`src/rtl/key_match_scanner16_if.sv`:
```
// Handshake and result bundle between a key scanner and its job controller / consumer.
// The slave modport is the scanner side.
interface key_match_scanner16_if #(
    parameter int unsigned DATA_W = 16,
    parameter int unsigned CNT_W  = 16
);
    logic              key_load;
    logic [DATA_W-1:0] key_in;
    logic              start;
    logic [CNT_W-1:0]  len;
    logic              in_valid;
    logic              in_ready;
    logic [DATA_W-1:0] in_data;
    logic              out_valid;
    logic              out_eq;
    logic [CNT_W-1:0]  out_idx;
    logic [CNT_W-1:0]  match_cnt;
    logic [CNT_W-1:0]  first_idx;
    logic              found;
    logic              busy;
    logic              done;

    modport master (
        output key_load, key_in, start, len, in_valid, in_data,
        input  in_ready, out_valid, out_eq, out_idx, match_cnt, first_idx, found, busy, done
    );

    modport slave (
        input  key_load, key_in, start, len, in_valid, in_data,
        output in_ready, out_valid, out_eq, out_idx, match_cnt, first_idx, found, busy, done
    );
endinterface

```
`src/rtl/key_match_scanner16.sv`:
```
// Sequential key scanner: compares a stream of words against a loaded key, one registered
// result per accepted word, plus job-level match count, first-match index and done pulse.
module key_match_scanner16 #(
    parameter int unsigned DATA_W = 16,
    parameter int unsigned CNT_W  = 16
) (
    input logic                  clk,
    input logic                  rst,
    key_match_scanner16_if.slave bus
);
    typedef enum logic [1:0] {StIdle, StScan, StDone} state_e;

    state_e            state_q, state_d;
    logic [DATA_W-1:0] key_q, key_d;
    logic [CNT_W-1:0]  len_q, len_d;
    logic [CNT_W-1:0]  idx_q, idx_d;
    logic [CNT_W-1:0]  out_idx_q, out_idx_d;
    logic [CNT_W-1:0]  match_cnt_q, match_cnt_d;
    logic [CNT_W-1:0]  first_idx_q, first_idx_d;
    logic              out_valid_q, out_valid_d;
    logic              out_eq_q, out_eq_d;
    logic              found_q, found_d;
    logic              in_ready_q, busy_q, done_q;
    logic              accept, word_eq;

    // in_ready_q is high exactly while the state register holds StScan.
    assign accept  = in_ready_q & bus.in_valid;
    assign word_eq = (bus.in_data == key_q);

    always_comb begin
        state_d     = state_q;
        key_d       = key_q;
        len_d       = len_q;
        idx_d       = idx_q;
        out_idx_d   = out_idx_q;
        match_cnt_d = match_cnt_q;
        first_idx_d = first_idx_q;
        out_valid_d = 1'b0;
        out_eq_d    = out_eq_q;
        found_d     = found_q;

        case (state_q)
            StIdle: begin
                if (bus.key_load) begin
                    key_d = bus.key_in;
                end
                if (bus.start) begin
                    match_cnt_d = '0;
                    first_idx_d = '0;
                    found_d     = 1'b0;
                    idx_d       = '0;
                    len_d       = bus.len;
                    state_d     = (bus.len == '0) ? StDone : StScan;
                end
            end
            StScan: begin
                if (accept) begin
                    out_valid_d = 1'b1;
                    out_eq_d    = word_eq;
                    out_idx_d   = idx_q;
                    idx_d       = idx_q + CNT_W'(1);
                    if (word_eq) begin
                        if (!(&match_cnt_q)) begin
                            match_cnt_d = match_cnt_q + CNT_W'(1);
                        end
                        if (!found_q) begin
                            first_idx_d = idx_q;
                            found_d     = 1'b1;
                        end
                    end
                    if (idx_q == len_q - CNT_W'(1)) begin
                        state_d = StDone;
                    end
                end
            end
            StDone: begin
                state_d = StIdle;
            end
            default: begin
                state_d = StIdle;
            end
        endcase
    end

    always_ff @(posedge clk) begin
        if (rst) begin
            state_q     <= StIdle;
            key_q       <= '0;
            len_q       <= '0;
            idx_q       <= '0;
            out_idx_q   <= '0;
            match_cnt_q <= '0;
            first_idx_q <= '0;
            out_valid_q <= 1'b0;
            out_eq_q    <= 1'b0;
            found_q     <= 1'b0;
            in_ready_q  <= 1'b0;
            busy_q      <= 1'b0;
            done_q      <= 1'b0;
        end else begin
            state_q     <= state_d;
            key_q       <= key_d;
            len_q       <= len_d;
            idx_q       <= idx_d;
            out_idx_q   <= out_idx_d;
            match_cnt_q <= match_cnt_d;
            first_idx_q <= first_idx_d;
            out_valid_q <= out_valid_d;
            out_eq_q    <= out_eq_d;
            found_q     <= found_d;
            in_ready_q  <= (state_d == StScan);
            busy_q      <= (state_d == StScan);
            done_q      <= (state_d == StDone);
        end
    end

    assign bus.in_ready  = in_ready_q;
    assign bus.busy      = busy_q;
    assign bus.done      = done_q;
    assign bus.out_valid = out_valid_q;
    assign bus.out_eq    = out_eq_q;
    assign bus.out_idx   = out_idx_q;
    assign bus.match_cnt = match_cnt_q;
    assign bus.first_idx = first_idx_q;
    assign bus.found     = found_q;
endmodule

```
`src/flat_wrapper.sv`:
```
// flat-port wrapper written by rule: the top's interface ports become plain ports
module key_match_scanner16_flat 
#(
    parameter int unsigned DATA_W = 16,
    parameter int unsigned CNT_W  = 16
)
  (clk, rst, bus_key_load, bus_key_in, bus_start, bus_len, bus_in_valid, bus_in_data, bus_in_ready, bus_out_valid, bus_out_eq, bus_out_idx, bus_match_cnt, bus_first_idx, bus_found, bus_busy, bus_done);
  key_match_scanner16_if #(.DATA_W(DATA_W), .CNT_W(CNT_W)) bus_i ();
  input logic clk;
  input logic rst;
  input wire logic [$bits(bus_i.key_load)-1:0] bus_key_load;
  input wire logic [$bits(bus_i.key_in)-1:0] bus_key_in;
  input wire logic [$bits(bus_i.start)-1:0] bus_start;
  input wire logic [$bits(bus_i.len)-1:0] bus_len;
  input wire logic [$bits(bus_i.in_valid)-1:0] bus_in_valid;
  input wire logic [$bits(bus_i.in_data)-1:0] bus_in_data;
  output wire logic [$bits(bus_i.in_ready)-1:0] bus_in_ready;
  output wire logic [$bits(bus_i.out_valid)-1:0] bus_out_valid;
  output wire logic [$bits(bus_i.out_eq)-1:0] bus_out_eq;
  output wire logic [$bits(bus_i.out_idx)-1:0] bus_out_idx;
  output wire logic [$bits(bus_i.match_cnt)-1:0] bus_match_cnt;
  output wire logic [$bits(bus_i.first_idx)-1:0] bus_first_idx;
  output wire logic [$bits(bus_i.found)-1:0] bus_found;
  output wire logic [$bits(bus_i.busy)-1:0] bus_busy;
  output wire logic [$bits(bus_i.done)-1:0] bus_done;
  assign bus_i.key_load = bus_key_load;
  assign bus_i.key_in = bus_key_in;
  assign bus_i.start = bus_start;
  assign bus_i.len = bus_len;
  assign bus_i.in_valid = bus_in_valid;
  assign bus_i.in_data = bus_in_data;
  assign bus_in_ready = bus_i.in_ready;
  assign bus_out_valid = bus_i.out_valid;
  assign bus_out_eq = bus_i.out_eq;
  assign bus_out_idx = bus_i.out_idx;
  assign bus_match_cnt = bus_i.match_cnt;
  assign bus_first_idx = bus_i.first_idx;
  assign bus_found = bus_i.found;
  assign bus_busy = bus_i.busy;
  assign bus_done = bus_i.done;
  key_match_scanner16 #(.DATA_W(DATA_W), .CNT_W(CNT_W)) u_core (.clk(clk), .rst(rst), .bus(bus_i));
endmodule
```
`config.mk`:
```
export PLATFORM = sky130hd
export DESIGN_NAME = key_match_scanner16_flat
export DESIGN_NICKNAME = d
export VERILOG_FILES = /design/src/rtl/key_match_scanner16_if.sv /design/src/rtl/key_match_scanner16.sv /design/src/flat_wrapper.sv
export SDC_FILE = /design/constraint.sdc
export NUM_CORES = 1
export LEC_CHECK = 0
export BUFFER_PORTS_ARGS = -buffer_cell sky130_fd_sc_hd__buf_2
export CAP_MARGIN = 15
export CORE_MARGIN = 1.5
export CORE_UTILIZATION = 50
export CTS_BUF_LIST = sky130_fd_sc_hd__clkbuf_4 sky130_fd_sc_hd__clkbuf_8
export DETAILED_ROUTE_END_ITERATION = 8
export PLACE_DENSITY = 0.75
export SYNTH_ARGS = -nofsm -noshare
export SYNTH_HDL_FRONTEND = slang
export SYNTH_SLANG_ARGS = --single-unit
```
`constraint.sdc`:
```
create_clock -name clk -period 4.2 [get_ports clk]
set_input_delay 0.63 -clock clk [delete_from_list [all_inputs] [get_ports clk]]
set_output_delay 0.63 -clock clk [all_outputs]
set_load 0.02 [all_outputs]
```
==> results by stage, run 1 <==
Drt:
- After detailed routing, the number of vias per cell comes to about 5.5.
- After detailed routing, the number of remaining DRC violations is 0.
- The detailed-route via count is around 4.2k.
- The pre-antenna-repair detailed-routing pass consisted of 4 iterations.
- The detail route stage leaves a number of antenna-violating nets equal to 0.
- After detailed routing, the total wire length is ~11000 µm.
- The number of design-rule violations left by the first detailed-router iteration is 118.
- The routed wirelength normalized by instance count is approximately 14 µm.

Clock tree:
- In this run the post-CTS setup repair buffer count came out at 0.
- The post-cts resize count is 0.
- The later-pin clock latency in the skew report is 0.38 ns.
- The buffer cell driving the clock tree root is sky130_fd_sc_hd__clkbuf_8.
- Clock-pin slew was measured on the worst setup and hold paths at 0.10 ns.
- Counting the buffers created by CTS gives 9.
- The longest clock path from root to sink contains 2 buffers.
- TritonCTS built the clock tree.
- The sink count of the clock tree is approximately 100.
- The H-tree was split into 3 levels.
- The hold buffer count at cts is 0.

Final layout:
- The number of antenna diodes in the final layout is 0.
- The area growth from synthesis to layout is 16.75%.
- The layout has ~800 filler cells.
- Once layout is complete, the utilization of the core stands at 61.00%.
- The share of cells above drive strength 1 is 20.64%.
- The number of nets in the final layout is slightly above 700.

Logic synthesis:
- The share of flip-flops with an asynchronous set or reset after synthesis is 0%.
- The synthesized instance count is about 570.
- A synthesized cell averages between 8 and 9 µm².
- In this run the biggest area consumer among cell types represents about 45% of the synthesized area.
- The area of the mapped netlist is ~0.0046 mm².
- The commonest cells after synthesis are sky130_fd_sc_hd__nand2_1 (123), sky130_fd_sc_hd__dfxtp_1 (103), sky130_fd_sc_hd__a21oi_1 (71).
- In the post-synthesis netlist, the biggest area contributors are sky130_fd_sc_hd__dfxtp_1 (45%), sky130_fd_sc_hd__nand2_1 (10%), sky130_fd_sc_hd__a21oi_1 (7.7%), sky130_fd_sc_hd__xnor2_1 (6.4%), sky130_fd_sc_hd__xor2_1 (3.2%).
- In this run, synthesis produced a sequential element count of about 100.
- The most common cell in the netlist is sky130_fd_sc_hd__nand2_1.
- The number of library cell types mapped by synthesis is 42.
- The most common flop cell mapped by yosys is sky130_fd_sc_hd__dfxtp_1.
- Of all cell types, the one taking the most synthesized area is sky130_fd_sc_hd__dfxtp_1.
- The number of nets produced by synthesis is roughly 620.
- Yosys mapped a number of flops with a built-in enable equal to 0.
- The part of the Yosys area used for sequential elements is between 40 and 50%.
- Yosys printed 0 warnings.

Timing:
- The number of setup violations in the final report is 0.
- The maximum clock rate is 409.2 MHz.
- The hold violation total from the final report came to 0.
- The post-route fraction of the period consumed by the critical path is 58.18%.
- The post-route minimum period is approximately 2.4 ns.
- The number of pins with negative max-slew slack in the final report is 0.
- The transition time at the pin with the least slew margin is between 1 and 1.5 ns.
- Setup repair after global routing left no endpoint under its margin.
- Across the routed clock network, the largest skew measured is between 0.02 and 0.025 ns.
- In this run the tightest slew margin relative to its limit is between 30% and 40%.
- Summed over all failing endpoints, the final setup total negative slack is 0 ns.

Die:
- The horizontal extent of the die is around 100 µm.
- The floorplan has 34 rows.
- The area enclosed by the die boundary is a little under 0.01 mm².
- The starting density of the core is 52.25%.
- The die is ~100 µm tall.
- The count of pins on the block boundary is roughly 110.
- After floorplanning, the core was sized to cover 0.008848 mm².

Setup path:
- The worst setup path is captured at a flip-flop.
- The data required time at the worst endpoint is approximately 4.4 ns.
- STA classifies the critical path startpoint as a flip-flop.
- In this design, the stage delay of the slowest critical-path cell is roughly 0.6 ns.
- The critical path in this run is classified as reg2reg.
- For the worst setup path, the data arrival time is about 2.7 ns.
- The highest fanout seen on the critical path is 9.
- The cell with the largest stage delay on the worst path is sky130_fd_sc_hd__nor4_1.
- The critical path goes through nor4_1 > and4b_1 > nand2_1 > xnor2_1 > nor4_2 > a31oi_1.

Global route:
- Global routing used a little under a quarter of the available tracks.
- The wire length of the first global-routing pass is around 18000 µm.
- The via count of the first global-routing pass is around 4.0k.
- For this run the aggregate overflow at the end of global routing stands at 0.
- The number of antenna violations at the first check in global routing is 0.
- Entering global routing, the biggest net connects between 50 and 60 pins.

Pwr:
- The worst-case IR drop observed on VDD is about 0.00019 V.
- Power spread over the standard cell area amounts to around 340 mW/mm².
- The leakage power of the design is 0.002152 µW.

Placed design:
- The final weighted congestion in routability-driven placement is 0.8581.
- The count of buffers added on input and output ports is 106.
- The HPWL after detailed placement is 8047 µm.

Outcome:
- The run finished with clean final reports.

Min path:
- The min-delay analysis places its worst path in the category reg2reg.

Flow run:
- The max-cap check violation count is 0.
layer usage:
metal / up-vias / GRT usage (%) / wire (µm)
li1: 2135 / - / -
met1: 1935 / 27.53 / 4799
met2: 114 / 41.27 / 5309
met3: 20 / 5.973 / 613
met4: 0 / 7.476 / 191
met5: - / 0 / 0
layout by cell type, fill, tap and decap left out, drive strengths merged, types with 2 or more instances in the layout:
master    n
nor4      9
nand3b    2
nand3    14
mux2      2
or2       2
nor3      8
a31o      3
o21ai    15
nand2b    5
a22o     16
ha        3
nor2     30
and3      9
or3      14
or4       2
and4      3
nand2   123
inv      10
nor3b     2
buf     110
nor2b     5
clkinv    3
xor2     17
a21oi    71
a31oi     4
xnor2    34
nand4    15
dfxtp   103
and2      4
clkbuf   10
o211ai    2
state kept, by name (all words and copies together), names as in the netlist:
name	cells
u_core.state_q	2
u_core.bus.out_valid	1
u_core.bus.in_ready	1
u_core.key_q	16
u_core.bus.match_cnt	16
u_core.len_q	16
u_core.bus.done	1
u_core.idx_q	16
u_core.bus.out_idx	16
u_core.bus.found	1
u_core.bus.out_eq	1
u_core.bus.first_idx	16
path summary, 6_finish.rpt:
kind                                               to  cells past startpoint  slack [ns]             startpoint
worst max register to register    u_core.bus.in_ready                      6        1.76        u_core.len_q[6]
worst min-delay path            u_core.bus.out_idx[7]                      2        0.46  u_core.bus.out_idx[7]
worst max-delay path              u_core.bus.in_ready                      6        1.76        u_core.len_q[6]
worst min register to register  u_core.bus.out_idx[7]                      2        0.46  u_core.bus.out_idx[7]
power by group:
| group | switching [µW] | internal [µW] | total (µW) |
|---|---|---|---|
| registers | 25.9 | 998 | 1020 |
| clock network | 369 | 247 | 617 |
| logic | 122 | 90.3 | 213 |
final cells by class:
class	count	area [µm²]	area share (%)
inverters	7	26.28	0.4868
multi-input cells	423	2402	44.51
clock inverters	6	62.56	1.159
clock buffers	10	137.6	2.550
flip-flops and latches	103	2062	38.20
repair buffers	110	571.8	10.59
well taps	108	135.1	2.503
cell families (layout without fill, tap and decap cells):
kind of cell / count (synthesis) / count (layout) / share of synthesized area [%]
compound gates: 118 / 118 / 15.48
flops: 103 / 103 / 44.60
xor+xnor: 51 / 51 / 9.662
simple gates: 249 / 249 / 25.52
buf+inv: 41 / 133 / 3.437
mux: 2 / 2 / 0.4871
fa+ha+maj: 3 / 3 / 0.8120
worst max-delay path: cells and delay by family, from the launching register on:
kind            cells  cell delay [ns]
flops               1             0.40
xor+xnor            1             0.14
simple gates        4             1.56
compound gates      1             0.19
stage by stage:
| step | power (µW) | hold WS [ns] | cell area [µm²] | setup slack, ns | instances |
|---|---|---|---|---|---|
| after global routing | 1935 | 0.4694 | 5398 | 1.610 | 767 |
| after CTS | 1860 | 0.4649 | 5364 | 1.635 | 764 |
| after global placement | 1250 | 0.4428 | 5164 | 1.368 | 748 |
| after detailed placement | 1256 | 0.4484 | 5164 | 1.295 | 748 |
| final | 1854 | 0.4627 | 5398 | 1.756 | 767 |
| after floorplan | 1192 | 0.4446 | 4623 | 1.946 | 567 |
Note: power is estimated with default switching activity, not from simulation.
==> run 2, diff against run 1 <==
--- a/config.mk
+++ b/config.mk
@@ -11,7 +11,7 @@
 export CORE_UTILIZATION = 50
 export CTS_BUF_LIST = sky130_fd_sc_hd__clkbuf_4 sky130_fd_sc_hd__clkbuf_8
 export DETAILED_ROUTE_END_ITERATION = 8
-export PLACE_DENSITY = 0.75
+export PLACE_DENSITY = 0.78
 export SYNTH_ARGS = -nofsm -noshare
 export SYNTH_HDL_FRONTEND = slang
 export SYNTH_SLANG_ARGS = --single-unit
==> constraint.sdc (replaced) <==
create_clock -name clk -period 2 [get_ports clk]
set_input_delay 0.3 -clock clk [delete_from_list [all_inputs] [get_ports clk]]
set_output_delay 0.3 -clock clk [all_outputs]
set_load 0.02 [all_outputs]
==> results by stage, run 2 (synthesis gave the netlist of run 1 again) <==
Global route:
- The pin count of the biggest net entering global routing is 31 (-47%).
- The total congestion overflow is 0 (unchanged).
- The number of antenna violations at the first check in global routing is 0 (unchanged).
- The via count of the first global-routing pass is 4241 (+5.3%).
- The combined global-route utilization of all metal layers is 24.15% (+0.92 points).
- The wire length of the first global-routing pass is 19400 µm (+5.1%).

Setup path:
- The depth of the worst register-to-register path came to 7 (+1).
- The worst reg-to-reg setup slack is -0.07 ns (-1.83 ns).
- The setup path with the least slack is of type reg2reg.
- The kind of launch point of the worst setup path is a flip-flop.
- The highest fanout seen on the critical path is 5 (-4).
- The arrival time at the worst endpoint was 2.38 ns (-0.29 ns).
- The worst register-to-register path ends at u_core.bus.match_cnt[11].
- The worst register-to-register path begins at u_core.key_q[13].
- The data required time at the worst endpoint is 2.30 ns (-2.13 ns).
- STA classifies the critical path endpoint as a flip-flop.

Timing:
- The transition time at the pin with the least slew margin is 0.5465 ns (-0.4808 ns).
- The worst-case hold slack is 0.1422 ns (-0.3205 ns).
- The worst setup skew after layout is 0.01711 ns (-0.003557 ns).
- The worst setup slack after layout came to -0.07184 ns (-1.828 ns).
- The maximum clock rate is 482.7 MHz (+18%).
- The post-route fraction of the period consumed by the critical path was 103.6% (+45 points).
- The hold violation total from the final report was 0 (unchanged).
- The worst slew slack as a fraction of its limit is 63.57% (+32 points).
- Setup repair after global routing could not meet its margin everywhere.
- The number of pins with negative max-slew slack in the final report is 0 (unchanged).
- The number of setup violations in the final report is 7 (+7).
- The post-route minimum period came to 2.072 ns (-0.3717 ns).

Pwr:
- The leakage power of the design is 0.002404 µW (+12%).
- The power density over cell area was 698.3 mW/mm² (+100%).
- The peak supply drop came to 0.0004626 V (+140%).

Final layout:
- The antenna diode count is 0 (unchanged).
- The share of cells above drive strength 1 was 30.84% (+10 points).
- The library cells used most frequently in the layout, excluding fill and tap cells, are sky130_fd_sc_hd__nand2_1 (122), sky130_fd_sc_hd__buf_2 (106), sky130_fd_sc_hd__dfxtp_1 (83).
- The final core utilization is 66.52% (+5.5 points).
- The final cell count without fillers came to 802 (+4.6%).
- The area added between synthesis and finish is 27.31%.
- The library cell used most frequently in the layout, excluding fill and tap cells, is sky130_fd_sc_hd__nand2_1.
- The number of nets in the final layout is 745 (+4.9%).

Outcome:
- The checks that failed: setup timing.
- The flow ran to the end, but the final reports show violations.

Die:
- The total core area is 0.008848 mm² (unchanged).
- The count of pins on the block boundary is 107 (unchanged).
- The number of cell rows is 34 (unchanged).
- The area enclosed by the die boundary came to 0.009833 mm² (unchanged).
- The die height is 99.16 µm (unchanged).
- The starting density of the core came to 52.25% (unchanged).
- The horizontal extent of the die is 99.16 µm (unchanged).

Clock tree:
- The hold buffer count at cts was 0 (unchanged).
- The sink count of the clock tree is 103 (unchanged).
- The clock transition at the registers of the reported paths is 0.11 ns (about the same).
- In this run the clock root is driven by a sky130_fd_sc_hd__clkbuf_8.
- The clock tree from TritonCTS is done.
- The maximum buffer depth of the clock tree is 2 (unchanged).
- The number of CTS-inserted buffers is 9 (unchanged).
- The number of H-tree levels came to 3 (unchanged).
- The later-pin clock latency in the skew report was 0.37 ns (about the same).

Min path:
- The worst hold endpoint is u_core.key_q[1].
- In this run the most critical hold path is launched from bus_key_in[1].
- The worst hold path depth is 3 (+1).
- The min-delay analysis places its worst path in the category in2reg.

Placed design:
- The HPWL after detailed placement is 8639 µm (+7.4%).
- The number of cells after detailed placement was 781 (+4.4%).
- The final weighted congestion in routability-driven placement was 0.9109 (+6.2%).
- The count of port buffers added during placement is 106 (unchanged).
- The worst setup slack before clock tree synthesis is -0.1634 ns (-1.458 ns).

Drt:
- The number of design-rule violations left by the first detailed-router iteration came to 196 (+66%).
- The post-route antenna net violation count is 0 (unchanged).
- The number of detailed-routing iterations run before antenna repair is 4 (unchanged).
- The remaining design rule violation count was 0 (unchanged).
- The post-detailed-route via-to-cell ratio came to 5.561 (+1.5%).
- The routed wirelength normalized by instance count is 14.99 µm (+5.3%).
- The total detailed-routing wirelength is 12020 µm (+10%).
- The detailed-route via count is 4460 (+6.1%).

Flow run:
- The max-cap check violation count is 0 (unchanged).
-- run 2: worst max-delay path by stage --
stage | startpoint | endpoint | slack (ns) | cells after the start
global route | u_core.key_q[1] | u_core.bus.match_cnt[11] | -0.20 | 7
CTS | u_core.key_q[8] | u_core.bus.match_cnt[13] | -0.08 | 7
floorplan | u_core.len_q[6] | u_core.bus.done | 0.03 | 7
detailed placement | bus_in_data[5] | u_core.bus.match_cnt[11] | -0.16 | 8
global placement | bus_in_data[1] | u_core.bus.match_cnt[13] | -0.12 | 8
finish | u_core.key_q[13] | u_core.bus.match_cnt[11] | -0.07 | 7
-- run 2: metrics by stage --
step / instance area (µm²) / power, µW / setup TNS, ns
6_report: 5886 / 4110 / -0.2568
3_3_place_gp: 5424 / 2673 / -2.001
4_1_cts: 5673 / 4071 / -0.2923
3_5_place_dp: 5424 / 2693 / -2.793
2_1_floorplan: 4623 / 2504 / 0
5_1_grt: 5886 / 4271 / -2.357
-- run 2: routing by layer --
layer  global-route usage, %  wire [µm]  vias to the layer above
met5                       0          0                        -
met4                   6.392        155                        0
met3                   5.833        632                       14
met2                   43.61       6133                      121
met1                   28.82       5096                     2124
li1                        -          -                     2201
-- run 2: final cells by class --
cell class	instances	area [µm²]
Timing Repair Buffer	145	863.3
Inverter	7	26.28
Clock inverter	7	88.84
Tap cell	108	135.1
Sequential cell	103	2092
Fill cell	747	2963
Multi-Input combinational cell	423	2556
Clock buffer	9	123.9
-- run 2: power by group --
part / total [µW] / internal (µW) / switching, µW
sequential: 2160 / 2100 / 57.2
combinational: 564 / 267 / 296
clock: 1390 / 609 / 781
-- run 2: worst max-delay path: stages (launching register included) --
cell,delay (ns)
sky130_fd_sc_hd__dfxtp_2,0.35
sky130_fd_sc_hd__xnor2_2,0.13
sky130_fd_sc_hd__nand4_1,0.19
sky130_fd_sc_hd__o41ai_4,0.48
sky130_fd_sc_hd__nand4_1,0.20
sky130_fd_sc_hd__buf_4,0.20
sky130_fd_sc_hd__or3_1,0.34
sky130_fd_sc_hd__a21oi_1,0.13
-- run 2: timing repair --
item,4_1_cts,5_1_grt
pin swaps,16,31
resized for setup,9,51
buffers inserted,1,4
cloned,0,1
setup endpoints to repair,30,36
hold endpoints to repair,0,0
==> run 3, diff against run 2 <==
--- a/config.mk
+++ b/config.mk
@@ -11,7 +11,7 @@
 export CORE_UTILIZATION = 50
 export CTS_BUF_LIST = sky130_fd_sc_hd__clkbuf_4 sky130_fd_sc_hd__clkbuf_8
 export DETAILED_ROUTE_END_ITERATION = 8
-export PLACE_DENSITY = 0.78
+export PLACE_DENSITY = 0.86
 export SYNTH_ARGS = -nofsm -noshare
 export SYNTH_HDL_FRONTEND = slang
 export SYNTH_SLANG_ARGS = --single-unit
==> results by stage, run 3 (synthesis gave the netlist of run 1 again) <==
Outcome:
- The flow ran to the end, but the final reports show violations.
- The final reports fail on setup timing.

Pwr:
- The total design power is 4050 µW (-1.5%).
- The leakage power of the design came to 0.002393 µW (-0.47%).
- The power density over cell area came to 692.0 mW/mm² (-0.91%).
- The peak supply drop was 0.0004347 V (-6.0%).

Placed design:
- The worst setup slack before clock tree synthesis was -0.1575 ns (+0.005906 ns).
- The post-place instance area is 0.005431 mm² (+0.14%).
- The count of port buffers added during placement is 106 (unchanged).
- The final weighted congestion in routability-driven placement came to 0.9025 (-0.92%).
- The HPWL after detailed placement is 8815 µm (+2.0%).

Flow run:
- The max-cap check violation count is 0 (unchanged).

Timing:
- The maximum clock rate is 476.7 MHz (-1.2%).
- The worst setup slack after layout is -0.09790 ns (-0.02606 ns).
- The transition time at the pin with the least slew margin was 0.5795 ns (+0.03302 ns).
- The hold violation total from the final report is 0 (unchanged).
- The worst setup skew after layout is 0.01836 ns (+0.001252 ns).
- Setup repair after global routing could not meet its margin everywhere.
- The number of setup violations in the final report came to 18 (+11).
- The setup TNS is -0.4723 ns (-0.2155 ns).
- The post-route fraction of the period consumed by the critical path is 104.9% (+1.3 points).
- The post-route minimum period is 2.098 ns (+0.02606 ns).
- The worst slew slack as a fraction of its limit is 61.37% (-2.2 points).
- The number of pins with negative max-slew slack in the final report is 0 (unchanged).

Global route:
- The number of antenna violations at the first check in global routing is 0 (unchanged).
- The total congestion overflow came to 0 (unchanged).
- The via count of the first global-routing pass is 4513 (+6.4%).
- The pin count of the biggest net entering global routing was 31 (unchanged).
- The wire length of the first global-routing pass is 20040 µm (+3.3%).
- The combined global-route utilization of all metal layers is 24.99% (+0.84 points).

Drt:
- The number of design-rule violations left by the first detailed-router iteration came to 166 (-15%).
- The detailed-route via count is 4471 (+0.25%).
- The post-route antenna net violation count came to 0 (unchanged).
- The post-detailed-route via-to-cell ratio came to 5.582 (+0.37%).
- The total detailed-routing wirelength is 12180 µm (+1.3%).
- The routed wirelength normalized by instance count is 15.20 µm (+1.4%).
- The remaining design rule violation count is 0 (unchanged).
- The number of detailed-routing iterations run before antenna repair is 5 (+1).

Min path:
- The worst hold path depth is 3 (unchanged).
- The path class of the tightest hold or removal check is in2reg.

Clock tree:
- The clock transition at the registers of the reported paths was 0.11 ns (about the same).
- The later-pin clock latency in the skew report was 0.38 ns (about the same).
- The number of H-tree levels came to 3 (unchanged).
- The maximum buffer depth of the clock tree came to 2 (unchanged).
- The clock tree from TritonCTS is done.
- The number of CTS-inserted buffers was 9 (unchanged).
- The tree is rooted in a sky130_fd_sc_hd__clkbuf_8.
- The sink count of the clock tree was 103 (unchanged).

Setup path:
- The depth of the worst register-to-register path is 7 (unchanged).
- Among the stages of the critical path, the cell type that occurs most often is sky130_fd_sc_hd__nand4_1.
- The data required time at the worst endpoint was 2.31 ns (about the same).
- The signal on the critical path passes through xnor2_1 > nand4_1 > o41ai_4 > nand4_1 > buf_4 > or3_1 > a21oi_2.
- The logic depth of the worst path, buffers included is 7 (unchanged).
- Grouping stages by cell kind, the critical path spends the most delay in simple AND/OR/NAND/NOR gates.
- The arrival time at the worst endpoint is 2.41 ns (+0.03 ns).
- The kind of critical path is reg2reg.
- The highest fanout seen on the critical path is 4 (-1).
- The worst stage delay on the critical path is 0.49 ns (about the same).
- The critical path capture point type is a flip-flop.
- The worst setup path is launched from a flip-flop.
- The cell with the largest stage delay on the worst path is sky130_fd_sc_hd__o41ai_4.
- The sum of buffers and inverters on the critical path was 1 (unchanged).

Final layout:
- The post-route cell area was 0.005853 mm² (-0.55%).
- The antenna diode count is 0 (unchanged).
- The top cell types in the final layout, fill and taps aside, are sky130_fd_sc_hd__nand2_1 (123), sky130_fd_sc_hd__buf_2 (106), sky130_fd_sc_hd__dfxtp_1 (84).
- The share of cells above drive strength 1 is 30.45% (-0.39 points).
- The number of nets in the final layout is 744 (-0.13%).
- The area added between synthesis and finish is 26.60%.
- The library cell used most frequently in the layout, excluding fill and tap cells, is sky130_fd_sc_hd__nand2_1.

Die:
- The horizontal extent of the die came to 99.16 µm (unchanged).
- The die height is 99.16 µm (unchanged).
- The starting density of the core is 52.25% (unchanged).
- The area enclosed by the die boundary is 0.009833 mm² (unchanged).
- The total core area is 0.008848 mm² (unchanged).
- The count of pins on the block boundary is 107 (unchanged).
- The number of cell rows came to 34 (unchanged).
==> run 3: final timing paths <==
path	from	to	slack [ns]
worst min-delay path	bus_key_in[6]	u_core.key_q[6]	0.14
worst max-delay path	u_core.key_q[1]	u_core.bus.match_cnt[13]	-0.1
worst min register to register	u_core.bus.out_idx[2]	u_core.bus.out_idx[2]	0.46
worst max register to register	u_core.key_q[1]	u_core.bus.match_cnt[13]	-0.1
==> run 3: final cells by class <==
cell class,count,area (µm²)
Inverter,7,26.28
Clock inverter,7,86.33
Fill cell,752,2995
Clock buffer,9,123.9
Sequential cell,103,2086
Tap cell,108,135.1
Timing Repair Buffer,144,832.0
Multi-Input combinational cell,423,2564
==> run 3: worst reg2reg max path: stages, from the launching register on <==
cell and delay [ns]:
sky130_fd_sc_hd__dfxtp_2 0.35, sky130_fd_sc_hd__xnor2_1 0.15, sky130_fd_sc_hd__nand4_1 0.20, sky130_fd_sc_hd__o41ai_4 0.49
sky130_fd_sc_hd__nand4_1 0.21, sky130_fd_sc_hd__buf_4 0.19, sky130_fd_sc_hd__or3_1 0.33, sky130_fd_sc_hd__a21oi_2 0.13
==> run 3: power by group <==
group	total, µW	internal (µW)	leakage, µW	switching (µW)
sequential	2150	2100	0.000843	51.3
combinational	554	257	0.00145	297
clock	1340	505	0.000105	839
==> run 3: timing repair <==
| item | CTS | global route |
|---|---|---|
| endpoints found under the setup margin | 18 | 36 |
| hold buffers | 0 | 0 |
| setup buffers | 3 | 0 |
| gates resized for setup | 11 | 38 |
| gates cloned | 0 | 0 |
| pin swaps | 19 | 21 |
==> run 3: metrics by stage <==
step,std cells,hold WS [ns],utilization (%)
2_1_floorplan,567,0.4360,-
3_3_place_gp,782,0.4435,61.38
3_5_place_dp,782,0.4477,61.38
4_1_cts,801,0.1261,64.41
5_1_grt,801,0.1370,66.15
6_report,801,0.1386,66.15
==> run 3: layer usage <==
layer / global-route usage [%] / wire length, µm
met3: 4.849 / 690
met1: 29.02 / 5079
met4: 10.29 / 252
met2: 45.15 / 6153
met5: 0 / 0
